<file path="src/rtl/nischal_arith_pkg.sv">
`default_nettype none
// ============================================================================
//  Module   : nischal_arith_pkg
//  Brief    : Shared types for the nischal_arith_seq arithmetic engine:
//             operation codes, control FSM states and the FIFO entry layout.
//  Revision : 1.0 - initial release
// ============================================================================
package nischal_arith_pkg;

    // Operation select, encoded exactly as driven on the op port
    typedef enum logic [1:0] {
        OP_ADD = 2'b00,
        OP_SUB = 2'b01,
        OP_ACC = 2'b10,
        OP_MUL = 2'b11
    } op_e;

    // Control FSM: single-cycle ops complete in IDLE, MUL walks RUN -> WB
    typedef enum logic [1:0] {
        ST_IDLE    = 2'b00,
        ST_MUL_RUN = 2'b01,
        ST_MUL_WB  = 2'b10
    } state_e;

    // FIFO entry is {carry, result}; the carry flag always sits in the MSB
    localparam int c_ENTRY_FLAG_BITS = 1;

endpackage
`default_nettype wire

</file>
<file path="src/rtl/nischal_arith_fifo.sv">
`default_nettype none
// ============================================================================
//  Module   : nischal_arith_fifo
//  Brief    : Synchronous FIFO holding {carry, result} entries. DEPTH must be
//             a power of two so the pointers wrap naturally.
//  Revision : 1.0 - initial release
// ============================================================================
module nischal_arith_fifo #(
    parameter int WIDTH = 9,
    parameter int DEPTH = 4
) (
    input  logic                     clk,
    input  logic                     rst_n,
    input  logic                     push,
    input  logic [WIDTH-1:0]         push_data,
    input  logic                     pop,
    output logic [WIDTH-1:0]         pop_data,
    output logic [$clog2(DEPTH):0]   count,
    output logic                     full,
    output logic                     empty
);

    localparam int                 c_PTR_W = $clog2(DEPTH);
    localparam logic [c_PTR_W:0]   c_FULL  = DEPTH[c_PTR_W:0];

    logic [WIDTH-1:0]   r_mem [DEPTH];
    logic [c_PTR_W-1:0] r_wr_ptr;
    logic [c_PTR_W-1:0] r_rd_ptr;
    logic [c_PTR_W:0]   r_count;
    logic               w_do_push;
    logic               w_do_pop;

    assign w_do_push = push & ~full;
    assign w_do_pop  = pop & ~empty;
    assign full      = (r_count == c_FULL);
    assign empty     = (r_count == '0);
    assign count     = r_count;
    assign pop_data  = r_mem[r_rd_ptr];

    // Storage write; contents need no reset because empty masks them
    always_ff @(posedge clk) begin
        if (rst_n && w_do_push) begin
            r_mem[r_wr_ptr] <= push_data;
        end
    end

    // Pointer and occupancy bookkeeping; push and pop together leave count unchanged
    always_ff @(posedge clk) begin
        if (!rst_n) begin
            r_wr_ptr <= '0;
            r_rd_ptr <= '0;
            r_count  <= '0;
        end else begin
            if (w_do_push) r_wr_ptr <= r_wr_ptr + c_PTR_W'(1);
            if (w_do_pop)  r_rd_ptr <= r_rd_ptr + c_PTR_W'(1);
            case ({w_do_push, w_do_pop})
                2'b10:   r_count <= r_count + (c_PTR_W + 1)'(1);
                2'b01:   r_count <= r_count - (c_PTR_W + 1)'(1);
                default: r_count <= r_count;
            endcase
        end
    end

endmodule
`default_nettype wire

</file>
<file path="src/rtl/nischal_arith_seq.sv">
`default_nettype none
// ============================================================================
//  Module   : nischal_arith_seq
//  Brief    : Sequential arithmetic engine (ADD, SUB, running ACC, iterative
//             shift-add MUL) with results queued in an output FIFO behind
//             valid/ready handshakes.
//             Optional: NISCHAL_ARITH_SAT_EN enables unsigned saturation of
//             pushed results (overflow -> all ones, borrow -> zero).
//  Revision : 1.0 - initial release
// ============================================================================
module nischal_arith_seq
    import nischal_arith_pkg::*;
#(
    parameter int W     = 8,
    parameter int DEPTH = 4
) (
    input  logic                   clk,
    input  logic                   rst_n,
    input  logic                   ena,
    input  logic                   in_valid,
    output logic                   in_ready,
    input  logic [1:0]             op,
    input  logic [W-1:0]           a,
    input  logic [W-1:0]           b,
    output logic                   out_valid,
    input  logic                   out_ready,
    output logic [W-1:0]           result,
    output logic                   carry,
    output logic [$clog2(DEPTH):0] out_count
);

    localparam int                 c_CNT_W     = $clog2(W);
    localparam logic [c_CNT_W-1:0] c_LAST_STEP = c_CNT_W'(W - 1);

    state_e             r_state;
    state_e             w_state_nxt;
    op_e                w_op;
    logic [W-1:0]       r_acc;
    logic [W-1:0]       w_acc_nxt;
    logic [2*W-1:0]     r_prod;
    logic [2*W-1:0]     r_mcand;
    logic [W-1:0]       r_mplier;
    logic [c_CNT_W-1:0] r_cnt;

    logic               w_accept;
    logic               w_push;
    logic               w_pop;
    logic               w_full;
    logic               w_empty;
    logic [W:0]         w_push_data;
    logic [W:0]         w_head;

    logic [W:0]         w_add_sum;
    logic [W:0]         w_acc_sum;
    logic               w_borrow;
    logic               w_mul_ovf;
    logic [W-1:0]       w_add_res;
    logic [W-1:0]       w_sub_res;
    logic [W-1:0]       w_acc_res;
    logic [W-1:0]       w_mul_res;

    assign w_op      = op_e'(op);
    assign in_ready  = rst_n & ena & (r_state == ST_IDLE) & ~w_full;
    assign w_accept  = in_valid & in_ready;

    assign w_add_sum = {1'b0, a} + {1'b0, b};
    assign w_acc_sum = {1'b0, (b[0] ? {W{1'b0}} : r_acc)} + {1'b0, a};
    assign w_borrow  = (a < b);
    assign w_mul_ovf = |r_prod[2*W-1:W];

`ifdef NISCHAL_ARITH_SAT_EN
    assign w_add_res = w_add_sum[W] ? {W{1'b1}} : w_add_sum[W-1:0];
    assign w_sub_res = w_borrow     ? {W{1'b0}} : (a - b);
    assign w_acc_res = w_acc_sum[W] ? {W{1'b1}} : w_acc_sum[W-1:0];
    assign w_mul_res = w_mul_ovf    ? {W{1'b1}} : r_prod[W-1:0];
`else
    assign w_add_res = w_add_sum[W-1:0];
    assign w_sub_res = a - b;
    assign w_acc_res = w_acc_sum[W-1:0];
    assign w_mul_res = r_prod[W-1:0];
`endif

    // Next-state and push decode; single-cycle ops push on acceptance, MUL pushes from WB
    always_comb begin
        w_state_nxt = r_state;
        w_acc_nxt   = r_acc;
        w_push      = 1'b0;
        w_push_data = '0;
        case (r_state)
            ST_IDLE: begin
                if (w_accept) begin
                    case (w_op)
                        OP_ADD: begin
                            w_push      = 1'b1;
                            w_push_data = {w_add_sum[W], w_add_res};
                        end
                        OP_SUB: begin
                            w_push      = 1'b1;
                            w_push_data = {w_borrow, w_sub_res};
                        end
                        OP_ACC: begin
                            w_push      = 1'b1;
                            w_push_data = {w_acc_sum[W], w_acc_res};
                            w_acc_nxt   = w_acc_res;
                        end
                        OP_MUL: begin
                            w_state_nxt = ST_MUL_RUN;
                        end
                        default: ;
                    endcase
                end
            end
            ST_MUL_RUN: begin
                if (r_cnt == c_LAST_STEP) w_state_nxt = ST_MUL_WB;
            end
            ST_MUL_WB: begin
                // Waits here while the FIFO is full; ena gates the push itself
                if (ena && !w_full) begin
                    w_push      = 1'b1;
                    w_push_data = {w_mul_ovf, w_mul_res};
                    w_state_nxt = ST_IDLE;
                end
            end
            default: w_state_nxt = ST_IDLE;
        endcase
    end

    // State, accumulator and shift-add multiplier registers; ena=0 freezes everything
    always_ff @(posedge clk) begin
        if (!rst_n) begin
            r_state  <= ST_IDLE;
            r_acc    <= '0;
            r_prod   <= '0;
            r_mcand  <= '0;
            r_mplier <= '0;
            r_cnt    <= '0;
        end else if (ena) begin
            r_state <= w_state_nxt;
            r_acc   <= w_acc_nxt;
            if (r_state == ST_IDLE && w_accept && w_op == OP_MUL) begin
                r_prod   <= '0;
                r_mcand  <= {{W{1'b0}}, a};
                r_mplier <= b;
                r_cnt    <= '0;
            end else if (r_state == ST_MUL_RUN) begin
                if (r_mplier[0]) r_prod <= r_prod + r_mcand;
                r_mcand  <= r_mcand << 1;
                r_mplier <= r_mplier >> 1;
                r_cnt    <= r_cnt + c_CNT_W'(1);
            end
        end
    end

    assign w_pop     = out_valid & out_ready;
    assign out_valid = ena & ~w_empty;
    // Head is masked to zero when empty so reset shows result=0, carry=0
    assign {carry, result} = w_empty ? {(W + 1){1'b0}} : w_head;

    nischal_arith_fifo #(
        .WIDTH (W + c_ENTRY_FLAG_BITS),
        .DEPTH (DEPTH)
    ) u_fifo (
        .clk       (clk),
        .rst_n     (rst_n),
        .push      (w_push),
        .push_data (w_push_data),
        .pop       (w_pop),
        .pop_data  (w_head),
        .count     (out_count),
        .full      (w_full),
        .empty     (w_empty)
    );

endmodule
`default_nettype wire
</file>
<file path="config.mk">
export PLATFORM = sky130hd
export DESIGN_NAME = nischal_arith_seq
export DESIGN_NICKNAME = d
export VERILOG_FILES = /design/src/rtl/nischal_arith_pkg.sv /design/src/rtl/nischal_arith_fifo.sv /design/src/rtl/nischal_arith_seq.sv
export SDC_FILE = /design/constraint.sdc
export NUM_CORES = 1
export LEC_CHECK = 0
export CORE_MARGIN = 4
export CORE_UTILIZATION = 38
export CTS_BUF_LIST = sky130_fd_sc_hd__clkbuf_8
export CTS_CLUSTER_DIAMETER = 80
export CTS_CLUSTER_SIZE = 20
export DETAILED_ROUTE_END_ITERATION = 7
export SYNTH_ARGS = -nofsm -noshare
export SYNTH_HDL_FRONTEND = slang
export SYNTH_SLANG_ARGS = --single-unit
export TNS_END_PERCENT = 50
</file>
<file path="constraint.sdc">
create_clock -name clk -period 2.9 [get_ports clk]
set_input_delay 0.435 -clock clk [delete_from_list [all_inputs] [get_ports clk]]
set_output_delay 0.435 -clock clk [all_outputs]
set_load 0.01 [all_outputs]
</file>
==> results of run 1 <==
## per-stage QoR
| step | area, um^2 | setup slack [ns] | total power, mW | instances |
|---|---|---|---|---|
| after global placement | 6620 | -0.264 | 1.84 | 856 |
| final | 6810 | 0.106 | 2.68 | 871 |
| after detailed placement | 6620 | -0.286 | 1.85 | 856 |
| after global routing | 6810 | 0.0167 | 2.82 | 871 |
| after floorplan | 5760 | 0.376 | 1.68 | 615 |
| after CTS | 6810 | 0.124 | 2.72 | 871 |
## power by group
part	switching [mW]	internal, mW
combinational	0.194	0.179
sequential	0.0105	1.43
clock	0.479	0.388
## registers in the layout (all words and copies together) (netlist names), named ones only
register	cells
r_state	2
r_acc	8
r_prod	16
u_fifo.r_wr_ptr	2
u_fifo.r_mem	36
u_fifo.count	3
r_mcand	16
u_fifo.r_rd_ptr	2
r_mplier	8
r_cnt	3
## per-layer routing
| layer | part of all wire | wire [um] |
|---|---|---|
| met1 | 0.45 | 6270 |
| met4 | 0.019 | 267 |
| met5 | 0 | 0 |
| met3 | 0.037 | 523 |
| met2 | 0.50 | 6970 |
## logic make-up after synthesis
family	count (synthesis)	synth area share
muxes	14	0.0439
DFF	98	0.403
and+or+nand+nor	217	0.182
buffers and inverters	60	0.0417
adders and majority gates	51	0.117
xor gates and xnor gates	26	0.0395
AOI/OAI and AO/OA	149	0.172
## worst paths after layout
kind / slack [ns] / depth (start not counted) / endpoint
max: 0.11 / 11 / u_fifo.r_mem[2][6]
min: 0.46 / 2 / r_acc[7]
max reg2reg: 0.39 / 11 / r_prod[10]
min reg2reg: 0.46 / 2 / r_acc[7]
## final cells by class
class	count	area (um^2)
fill	1386	7890
multi-input combinational	457	3200
sequential	98	2320
timing repair buffer	88	766
tap	184	230
clock buffer	9	124
inverter	29	109
clock inverter	6	60.1
## worst max-delay path, cell delays in order
cell             delay [ns]
clkdlybuf4s50_1        0.51
ha_1                   0.15
inv_1                  0.06
fa_1                   0.38
a21o_1                 0.17
a21o_1                 0.18
a21o_1                 0.18
a21o_1                 0.19
o21ai_0                0.20
xnor2_1                0.10
a221o_1                0.34
## what timing repair did
item | in CTS | in global routing
gates resized for setup | 0 | 3
endpoints found under the setup margin | 0 | 8
hold endpoints to repair | 0 | 0
## cells in the mapped netlist (2+ instances only)
cell       count
a21oi_1       55
or3_1          5
o21ai_0       14
a22o_1         2
mux4_2         9
edfxtp_1      36
a221o_1        6
nor2b_1       11
dfxtp_1       62
o21bai_1       3
inv_1         29
buf_4          2
nor2_1        54
clkbuf_1      18
buf_1          5
nor4_1         3
a311oi_1      14
nand3_1       26
and3_1        10
or4_1          4
xnor2_1       16
o21ai_1        2
o311ai_0       3
nand2_1       69
ha_1          46
a31oi_1        6
buf_2          6
a211oi_1       9
o2111ai_1      2
a21o_1        14
mux2i_1        5
nand2b_1       4
a22oi_1        2
nor3_1         8
and2_1        12
o21a_1         5
xor2_1        10
fa_1           5
a41oi_1        2
a32o_1         2
nand4_1        4
==> run metrics, run 1 <==
status=completed; clock-pin slew on the worst setup and hold paths=around 0.090 ns; GR Util met2=0.282; CP arrival=~2.9 ns; crit path max fanout=4; Final period util=0.963; Max Cap Violations=0; Fin. Hold Viols=0; Setup Skew=0.0119 ns; Clock Path Buffers=2; commonest non-fill, non-tap cell in the layout=nand2_1; # diodes=0; final setup vio count=0; WHS=~0.46 ns; num rows=44; Leak Pwr=approximately 2.7 nW; Power Density=approximately 390 mW/mm^2; DRC=0; commonest non-fill, non-tap cells in the layout=nand2_1, dfxtp_1, a21oi_1; Post-CTS Setup Bufs=0; met1 Usage GRT=0.207; Post-layout nets=about 760; Mapped Avg Cell Area=9.36 um^2; final wirelength=~14000 um; Routed wire per std cell=16.1 um; Cells after Synth=a little over 600; WP data required=~3 ns; sequential fraction of the synthesis area=0.403; DR pass1 iterations=4; insertion delay to the later sink of the worst-skew pair=between 0.3 and 0.4 ns; Die Y=approximately 130 um; Ys Warns=0; Final Core Density=0.463; top cells by area, synth=dfxtp_1, edfxtp_1, ha_1; first-pass GRT wire length=around 23000 um; IO Pins=37; Area growth, synth to finish=18.2%; Initial Utilization=0.392; Total GRT Usage=0.164; min-delay src=r_acc[7]; Tightest Hold Check Type=reg2reg; ys async rst share=0; worst slew pin tran=about 0.64 ns; chip width=approximately 130 um; CP Launch Type=input port; TritonCTS Buffers=9; largest net degree at the start of global routing=60; Core Box Area=between 0.01 and 0.015 mm^2; vias in the first global route=4693; RSZ-0062 raised after global routing=no; area share of the largest cell type after synthesis=0.216; Syn Nets=689; min Tclk post-route=2.79 ns; Max Freq=roughly 360 MHz; antenna violations before repair=0; IO buf count=36; top_reg_cell synth=dfxtp_1; hold_buf cts=0; H-tree levels=3; CP endpoint kind=register; CP startpoint=b[0]; Die Area=~0.017 mm^2; CTS tree=done; Netlist cell types=56; critical path class=in2reg; Clock Sinks=98; Max Transition Viols Final=0; drt via density=around 5.4; setup TNS=0 ns; Synth Register Bits=just under 100; total congestion overflow after global routing=0; final RePlAce weighted congestion=0.906; met3 GRT Util=0.0386; Max IR drop VDD=between 0.2 and 0.3 mV; Root Driver=clkbuf_8; DR vias=between 4000 and 5000; ratio of cells with drive above 1 in the final layout=0.121; Yosys top cell by area=dfxtp_1; worst r2r src=r_mcand[0]; GR peak layer=met2; DP Wirelength=between 10000 and 15000 um; Mapped Area=0.00576 mm^2; DR iter-0 viols=215; Max-slew headroom=0.571; Routed Antenna Nets=0; number of synthesized flops with an enable pin=36
Note: power is estimated with default switching activity, not from simulation.
==> inputs of run 2 (changes only) <==
--- a/config.mk
+++ b/config.mk
@@ -11,6 +11,7 @@
 export CTS_CLUSTER_DIAMETER = 80
 export CTS_CLUSTER_SIZE = 20
 export DETAILED_ROUTE_END_ITERATION = 7
+export MAX_ROUTING_LAYER = met4
 export SYNTH_ARGS = -nofsm -noshare
 export SYNTH_HDL_FRONTEND = slang
 export SYNTH_SLANG_ARGS = --single-unit
==> run metrics, run 2 (same netlist as run 1, synthesis figures left out) <==
Total GRT Usage=0.174 (+0.00984); Leak Pwr=2.74 nW (+1.3%); Tightest Hold Check Type=reg2reg; DP Wirelength=11000 um (+4.1%); Die Y=131 um (unchanged); Worst Hold Depth=2 (unchanged); hold_buf cts=0 (unchanged); Power Density=407 mW/mm^2 (+3.4%); Max Freq=362 MHz (+1.0%); Core Box Area=0.0147 mm^2 (unchanged); Max Cap Violations=0 (unchanged); CTS tree=done; Area growth, synth to finish=19.4%; drt via density=5.45 (+0.13%); Final period util=0.954 (-0.00957); critical path class=in2reg; H-tree levels=3 (unchanged); chip width=131 um (unchanged); DR pass1 iterations=5 (+1); worst r2r src=r_mcand[0]; min-delay src=r_cnt[2]; CP max stage delay=0.52 ns (about the same); post-route setup slack=0.134 ns (+0.0278 ns); family with the most delay on the worst path=compound AO/OA/AOI/OAI gates; Fillers=1371 (-1.1%); Max Transition Viols Final=0 (unchanged); WP data required=3.02 ns (about the same); Post-layout nets=760 (+0.40%); Worst Path Buf+Inv=2 (unchanged); final RePlAce weighted congestion=0.917 (+1.2%); Final Core Density=0.468 (+0.00460); status=completed; DR vias=4765 (+0.59%); Largest register FFs=36 (unchanged); CP arrival=2.89 ns (about the same); num rows=44 (unchanged); Setup Skew=0.00797 ns (-0.00396 ns); commonest non-fill, non-tap cell in the layout=nand2_1; dpl ws=-0.389 ns (-0.103 ns); Initial Utilization=0.392 (unchanged); Top Registers=u_fifo.r_mem (36), r_mcand (16), r_prod (16); FF-to-FF End=r_prod[12]; Reg area=0.00232 mm^2 (unchanged); WHS=0.462 ns (+0.000803 ns); Root Driver=clkbuf_8; Endpoint, Worst Hold=r_cnt[2]; Routed Antenna Nets=0 (unchanged); RSZ-0062 raised after global routing=no; Max IR drop VDD=0.230 mV (-19%); worst slew pin tran=0.532 ns (-0.111 ns); largest reg by FF count=u_fifo.r_mem; Clock Sinks=98 (unchanged); IO Pins=37 (unchanged); min Tclk post-route=2.77 ns (-0.0278 ns); vias in the first global route=4666 (-0.58%); Routed wire per std cell=16.7 um (+3.8%); R2R cell count=11 (unchanged); first-pass GRT wire length=23600 um (+2.0%); ratio of cells with drive above 1 in the final layout=0.130 (+0.00943); clock-pin slew on the worst setup and hold paths=0.09 ns (about the same); reg-to-reg slack, setup=0.47 ns (+0.08 ns); final setup vio count=0 (unchanged); crit path max fanout=4 (unchanged); area of the multi-input gates=0.00321 mm^2 (+0.35%); crit-path cells=clkdlybuf4s50_1, ha_1, inv_1, fa_1, a21o_1, a21o_1, a21o_1, a21o_1, o21ai_1, xnor2_1, a221o_1; CP endpoint kind=register; Die Area=0.0172 mm^2 (unchanged); post-route cell area=0.00688 mm^2 (+0.99%); CP Launch Type=input port; largest net degree at the start of global routing=39 (-35%); TritonCTS Buffers=9 (unchanged); DP Area=0.00665 mm^2 (+0.34%); Worst path slowest cell=clkdlybuf4s50_1; final wirelength=14600 um (+4.3%); total congestion overflow after global routing=0 (unchanged); # diodes=0 (unchanged); Clock Path Buffers=2 (unchanged); DRC=0 (unchanged); Max-slew headroom=0.641 (+0.0704); commonest non-fill, non-tap cells in the layout=nand2_1, dfxtp_1, a21oi_1, buf_4, nor2_1; IO buf count=36 (unchanged); DR iter-0 viols=298 (+39%); setup TNS=0 ns (unchanged); most frequent cell on the critical path=a21o_1; antenna violations before repair=0 (unchanged); insertion delay to the later sink of the worst-skew pair=0.38 ns (about the same); Fin. Hold Viols=0 (unchanged)
==> run 2: cell types whose count changed in the layout (fill, tap and decap cells not counted), sizes merged <==
cell | before | now
buf | 52 | 55
clkinv | 1 | 3
bufinv | 1 | 2
clkinvlp | 3 | 2
inv | 30 | 29
==> run 2: worst min-delay path: cells and delay by family (launching register included) <==
family	cells	cell delay (ns)
compound gates	1	0.05
flops	1	0.32
simple gates	1	0.05
==> run 2: area by class of cell <==
| type | count | share of cell area |
|---|---|---|
| clock buffers | 9 | 0.0180 |
| clock inverters | 7 | 0.0136 |
| inverters | 29 | 0.0158 |
| multi-input cells | 457 | 0.467 |
| flip-flops and latches | 98 | 0.338 |
| well taps | 184 | 0.0335 |
| repair buffers | 91 | 0.115 |
==> run 2: metrics by stage <==
step | power (mW) | std cells
after floorplan | 1.68 | 615
after global placement | 1.85 | 859
after detailed placement | 1.86 | 859
after CTS | 2.84 | 875
after global routing | 2.93 | 875
final | 2.80 | 875
==> run 2: timing repair <==
item,4_1_cts,5_1_grt
gates resized for setup,0,6
setup endpoints to repair,0,8
setup buffers,0,0
==> run 2: how the worst max path moves through the flow <==
stage | from | end | slack (ns) | cells past startpoint
final | b[0] | u_fifo.r_mem[1][6] | 0.13 | 11
after global routing | b[0] | u_fifo.r_mem[0][6] | 0.03 | 11
after CTS | a[1] | u_fifo.r_mem[1][7] | 0.02 | 10
after detailed placement | a[1] | u_fifo.r_mem[0][7] | -0.39 | 10
after global placement | a[1] | u_fifo.r_mem[0][7] | -0.30 | 10
after floorplan | a[0] | u_fifo.r_mem[0][6] | 0.38 | 11
==> run 2: report_power, final <==
part | switching [mW] | internal [mW]
registers | 0.0114 | 1.43
logic | 0.199 | 0.184
clock network | 0.492 | 0.483
total | 0.703 | 2.10
==> run 2: layer usage <==
| metal | routed length (um) | up-vias | GRT usage |
|---|---|---|---|
| li1 | - | 2373 | - |
| met1 | 6600 | 2298 | 0.212 |
| met2 | 7310 | 80 | 0.300 |
| met3 | 529 | 14 | 0.0363 |
| met4 | 189 | 0 | 0.0397 |
| met5 | 0 | - | - |
